**config.mk**
```make
export PLATFORM = sky130hd
export DESIGN_NAME = serial_adder
export DESIGN_NICKNAME = d
export VERILOG_FILES = /design/src/rtl/serial_adder_pkg.sv /design/src/rtl/serial_adder_fa_cell.sv /design/src/rtl/serial_adder.sv
export SDC_FILE = /design/constraint.sdc
export NUM_CORES = 1
export LEC_CHECK = 0
export CAP_MARGIN = 15
export CORE_ASPECT_RATIO = 2
export CORE_MARGIN = 4
export CORE_UTILIZATION = 56
export DETAILED_ROUTE_END_ITERATION = 8
export GPL_ROUTABILITY_DRIVEN = 0
export PLACE_DENSITY = 0.85
export SYNTH_ARGS = -nofsm -noshare
export SYNTH_HDL_FRONTEND = slang
export SYNTH_SLANG_ARGS = --single-unit
```
**constraint.sdc**
```tcl
create_clock -name clk -period 2.1 [get_ports clk]
set_input_delay 0.21 -clock clk [delete_from_list [all_inputs] [get_ports clk]]
set_output_delay 0.21 -clock clk [all_outputs]
set_load 0.03 [all_outputs]
```
**src/rtl/serial_adder_pkg.sv**
```systemverilog
// Shared definitions for the bit-serial add/subtract unit.
package serial_adder_pkg;

    typedef enum logic [1:0] {
        ST_IDLE = 2'd0,
        ST_RUN  = 2'd1,
        ST_HOLD = 2'd2
    } state_e;

endpackage

```
**src/rtl/serial_adder_fa_cell.sv**
```systemverilog
// Combinational one-bit full adder; the only arithmetic in the serial datapath.
module fa_cell (
    input  logic x,
    input  logic y,
    input  logic ci,
    output logic s,
    output logic co
);

    assign s  = x ^ y ^ ci;
    assign co = (x & y) | (ci & (x ^ y));

endmodule

```
**src/rtl/serial_adder.sv**
```systemverilog
// Bit-serial add/subtract: LSB-first through one full-adder cell and a carry flop,
// with valid/ready handshakes on both sides and a held result.
module serial_adder
    import serial_adder_pkg::*;
#(
    parameter int WIDTH = 8,
    parameter int CNT_W = $clog2(WIDTH) + 1
) (
    input  logic             clk,
    input  logic             rst_n,
    input  logic             in_valid,
    output logic             in_ready,
    input  logic [WIDTH-1:0] a,
    input  logic [WIDTH-1:0] b,
    input  logic             cin,
    input  logic             sub,
    output logic             out_valid,
    input  logic             out_ready,
    output logic [WIDTH-1:0] sum,
    output logic             cout,
    output logic             ovf
);

    state_e             state_q, state_d;
    logic [CNT_W-1:0]   cnt_q, cnt_d;
    logic [WIDTH-1:0]   a_sh_q, a_sh_d;
    logic [WIDTH-1:0]   b_sh_q, b_sh_d;
    logic [WIDTH-1:0]   res_sh_q, res_sh_d;
    logic               carry_q, carry_d;
    logic [WIDTH-1:0]   sum_q, sum_d;
    logic               cout_q, cout_d;
    logic               ovf_q, ovf_d;
    logic               out_valid_q, out_valid_d;
    logic               in_ready_q, in_ready_d;

    logic               fa_s;
    logic               fa_co;
    logic [WIDTH:0]     res_next_s;
    logic               last_step_s;

    fa_cell u_fa (
        .x  (a_sh_q[0]),
        .y  (b_sh_q[0]),
        .ci (carry_q),
        .s  (fa_s),
        .co (fa_co)
    );

    // New result bit enters at the MSB; the top WIDTH bits are the shifted register.
    assign res_next_s  = {fa_s, res_sh_q};
    assign last_step_s = (cnt_q == CNT_W'(WIDTH - 1));

    // Next-state and datapath update for the IDLE/RUN/HOLD sequence.
    always_comb begin
        state_d     = state_q;
        cnt_d       = cnt_q;
        a_sh_d      = a_sh_q;
        b_sh_d      = b_sh_q;
        res_sh_d    = res_sh_q;
        carry_d     = carry_q;
        sum_d       = sum_q;
        cout_d      = cout_q;
        ovf_d       = ovf_q;
        out_valid_d = out_valid_q;
        in_ready_d  = in_ready_q;
        case (state_q)
            ST_IDLE: begin
                if (in_valid) begin
                    // Subtraction is a + ~b + 1, so the inverted operand and forced carry suffice.
                    a_sh_d     = a;
                    b_sh_d     = sub ? ~b : b;
                    carry_d    = sub ? 1'b1 : cin;
                    cnt_d      = {CNT_W{1'b0}};
                    res_sh_d   = {WIDTH{1'b0}};
                    in_ready_d = 1'b0;
                    state_d    = ST_RUN;
                end else begin
                    in_ready_d = 1'b1;
                end
            end
            ST_RUN: begin
                carry_d  = fa_co;
                res_sh_d = res_next_s[WIDTH:1];
                a_sh_d   = a_sh_q >> 1;
                b_sh_d   = b_sh_q >> 1;
                cnt_d    = cnt_q + CNT_W'(1'b1);
                if (last_step_s) begin
                    // carry_q here is the carry into the MSB.
                    sum_d       = res_next_s[WIDTH:1];
                    cout_d      = fa_co;
                    ovf_d       = carry_q ^ fa_co;
                    out_valid_d = 1'b1;
                    state_d     = ST_HOLD;
                end else begin
                    state_d     = ST_RUN;
                end
            end
            ST_HOLD: begin
                if (out_ready) begin
                    out_valid_d = 1'b0;
                    in_ready_d  = 1'b1;
                    state_d     = ST_IDLE;
                end else begin
                    out_valid_d = 1'b1;
                end
            end
            default: begin
                out_valid_d = 1'b0;
                in_ready_d  = 1'b1;
                state_d     = ST_IDLE;
            end
        endcase
    end

    // State and output registers with synchronous active-low reset.
    always_ff @(posedge clk) begin
        if (!rst_n) begin
            state_q     <= ST_IDLE;
            cnt_q       <= {CNT_W{1'b0}};
            a_sh_q      <= {WIDTH{1'b0}};
            b_sh_q      <= {WIDTH{1'b0}};
            res_sh_q    <= {WIDTH{1'b0}};
            carry_q     <= 1'b0;
            sum_q       <= {WIDTH{1'b0}};
            cout_q      <= 1'b0;
            ovf_q       <= 1'b0;
            out_valid_q <= 1'b0;
            in_ready_q  <= 1'b1;
        end else begin
            state_q     <= state_d;
            cnt_q       <= cnt_d;
            a_sh_q      <= a_sh_d;
            b_sh_q      <= b_sh_d;
            res_sh_q    <= res_sh_d;
            carry_q     <= carry_d;
            sum_q       <= sum_d;
            cout_q      <= cout_d;
            ovf_q       <= ovf_d;
            out_valid_q <= out_valid_d;
            in_ready_q  <= in_ready_d;
        end
    end

    assign in_ready  = in_ready_q;
    assign out_valid = out_valid_q;
    assign sum       = sum_q;
    assign cout      = cout_q;
    assign ovf       = ovf_q;

endmodule

```
==> impl_results.md <==
- Detailed Route WL: between 4000 and 5000 um
- Synth Cell Area: about 0.002 mm2
- Max FO, Critical Path: 14
- Post-CTS Setup Bufs: 0
- Worst setup startpoint: state_q[0]
- Ports: 34
- PwrDens: ~710 mW/mm2
- Final Cycle Share: between 70% and 80%
- Chip width: ~50 um
- Clk_lat worst skew: 0.29 ns
- Post-Syn Area per Cell: around 9.3 um2
- Setup crit end kind: register
- P&R area growth vs syn: 19.7%
- RSZ-0062 raised after global routing: false
- Commonest non-fill, non-tap cells in the layout: dfxtp_1, clkdlybuf4s50_1, nand2_1
- Drt wl/cell: 13.9 um
- Remaining Overflow, GRT: 0
- Post-CTS sizing: 0
- CP Launch Type: register
- Yosys cell types: 34
- Least-Margin Pin Slew: 0.547 ns
- Static Leak: approximately 0.86 nW
- Reg-to-reg critical path endpoint: cnt_q[3]
- Layout Nets: 269
- Cells on worst reg2reg path: 5
- Starting Density: 58.5%
- Initial DRC Count: 33
- Number of diodes: 0
- Max frequency: around 600 MHz
- Synth area leader: dfxtp_1
- Mapped Cells: 215
- Clock-pin slew on the worst setup and hold paths: around 0.080 ns
- Layout Skew: about 0.0085 ns
- Seq cells post-synth: 42
- Vias in the first global route: around 1600
- Core Area: 0.00342 mm2
- Antenna-violating nets left: 0
- Kind of critical path: reg2reg
- Max-slew violation count: 0
- Max cap viols: 0
- Ys Warns: 0
- Worst r2r src: state_q[0]
- Vias post-DR: ~1600
- # hold bufs at CTS: 0
- Min Hold Slack: about 0.45 ns
- Clk buf depth: 2
- Synth Net Count: 242
- CTS tree: yes
- Ranking of synthesized cells by area: dfxtp_1, a21oi_1, nand2_1, a211oi_2, mux2i_1
- Final setup violation count: 0
- Placed insts: roughly 280
- Hold Crit Class: reg2reg
- CP endpoint: cnt_q[3]
- Largest net degree at the start of global routing: 40
- Worst EP arrival: about 1.9 ns
- H-tree depth: 2
- CTS root buffer: clkbuf_8
- Flop2flop setup slack: 0.42 ns
- Port Buffers: 33
- Final cell count without fillers: 291
- Slew HR: around 64%
- Min Tclk post-route: between 1.5 and 2 ns
- Die extent in y: just over 90 um
- Via density: approximately 5.5
- Clock Sinks: 42
- Share of the yosys chip area belonging to registers: a little over two fifths
- Commonest non-fill, non-tap cell in the layout: dfxtp_1
- Crit path required time: about 2.3 ns
- Total GRT Usage: a little under a fifth
- CTS buffer count: 5
- Global-route wire length before repair: about 6800 um
- DRT Pass-1 Iters: 4
- Setup TNS: 0 ns
- CP Cell Sequence: inv_1 -> ha_1 -> nand2b_1 -> nand3b_1 -> o31ai_1
- Status: finished clean
- Antenna violations before repair: 0
- Crit-path slowest cell: nand2b_1
- Worst vdd ir: approximately 0.00076 V
- Number of remaining DRC errors: 0
- Rows: 30
- Hpwl dp: 2880 um
- Slowest stage delay, CP: between 0.4 and 0.5 ns
- Die Area: between 0.004 and 0.005 mm2
- Share of cells above drive strength 1: a little under a tenth
- Final Hold Vio Count: 0
- Top cell type's share of synthesized area: a little over two fifths
## worst max-delay path: cells and delay by family (launching register included)
kind / cells / cell delay [ns]
compound gates: 1 / 0.24
flops: 1 / 0.37
buf+inv: 1 / 0.08
fa+ha+maj: 1 / 0.30
simple gates: 2 / 0.59
## synth_stat cells
| master | n |
|---|---|
| buf_4 | 6 |
| and4b_1 | 1 |
| a32oi_1 | 9 |
| a211oi_2 | 7 |
| a211oi_1 | 2 |
| clkbuf_1 | 2 |
| clkbuf_2 | 1 |
| nand4b_2 | 1 |
| a211o_1 | 1 |
| nand2_1 | 31 |
| dfxtp_1 | 42 |
| inv_1 | 3 |
| xnor2_1 | 1 |
| o311ai_0 | 1 |
| o211ai_1 | 8 |
| nand3_1 | 4 |
| a21o_1 | 1 |
| mux2i_1 | 8 |
| nand4b_1 | 2 |
| o31ai_1 | 1 |
| ha_1 | 4 |
| buf_2 | 4 |
| xor2_1 | 8 |
| mux2_4 | 1 |
| nand2b_1 | 10 |
| nor2_1 | 16 |
| buf_6 | 5 |
| o21ai_0 | 2 |
| and3_1 | 1 |
| fa_1 | 1 |
| mux2i_2 | 1 |
| a21oi_1 | 24 |
| nor2b_1 | 3 |
| nand3b_1 | 3 |
## per-layer routing
layer	track usage (%)	up-vias	wire [um]	share of wire [%]
met5	0	-	0	0
met4	9.93	0	95	2.4
met3	5.64	7	151	3.7
met2	32.6	29	2170	54
met1	20.0	772	1610	40
li1	-	803	-	-
## stage by stage
step | instance area, um2 | utilization, % | total power, mW | setup WS (ns)
detailed placement | 2300 | 67.4 | 1.21 | 0.347
CTS | 2390 | 70.0 | 1.73 | 0.428
global route | 2390 | 70.0 | 1.80 | 0.329
finish | 2390 | 70.0 | 1.70 | 0.421
floorplan | 2000 | - | 1.14 | 0.646
global placement | 2300 | 67.4 | 1.20 | 0.455
## flip-flops by register name, indices dropped and copies added (netlist names)
register   cells
a_sh_q         8
b_sh_q         8
carry_q        1
cnt_q          4
cout           1
in_ready       1
out_valid      1
ovf            1
res_sh_q       7
state_q        2
sum            8
## area by class of cell
type	count	area [um2]
fillers	269	1030
inverters	3	11.3
well taps	48	60.1
multi-input cells	152	1010
repair buffers	38	380
clock buffers	6	72.6
flip-flops and latches	42	841
clock inverters	2	13.8
## kinds of logic after synthesis
family	share of synthesized area [%]
AO/OA/AOI/OAI	20.2
XOR/XNOR	3.95
multiplexers	5.45
buffers and inverters	7.27
flip-flops	42.1
AND/OR/NAND/NOR	17.5
adder cells (fa/ha/maj)	3.51
## power by group
group	leakage, nW	internal, mW	switching (mW)
registers	0.342	0.842	0.0262
clock network	0.0452	0.234	0.275
logic	0.473	0.151	0.173
## worst min-delay path by stage
| stage | cells after the start | endpoint | start |
|---|---|---|---|
| 6_report | 2 | b_sh_q[6] | b_sh_q[6] |
| 2_1_floorplan | 2 | a_sh_q[7] | a[7] |
| 5_1_grt | 2 | b_sh_q[3] | b_sh_q[3] |
| 3_5_place_dp | 2 | b_sh_q[5] | b_sh_q[5] |
| 4_1_cts | 2 | b_sh_q[3] | b_sh_q[3] |
| 3_3_place_gp | 2 | b_sh_q[4] | b_sh_q[4] |
No activity file was read; power rests on OpenSTA's default activity.
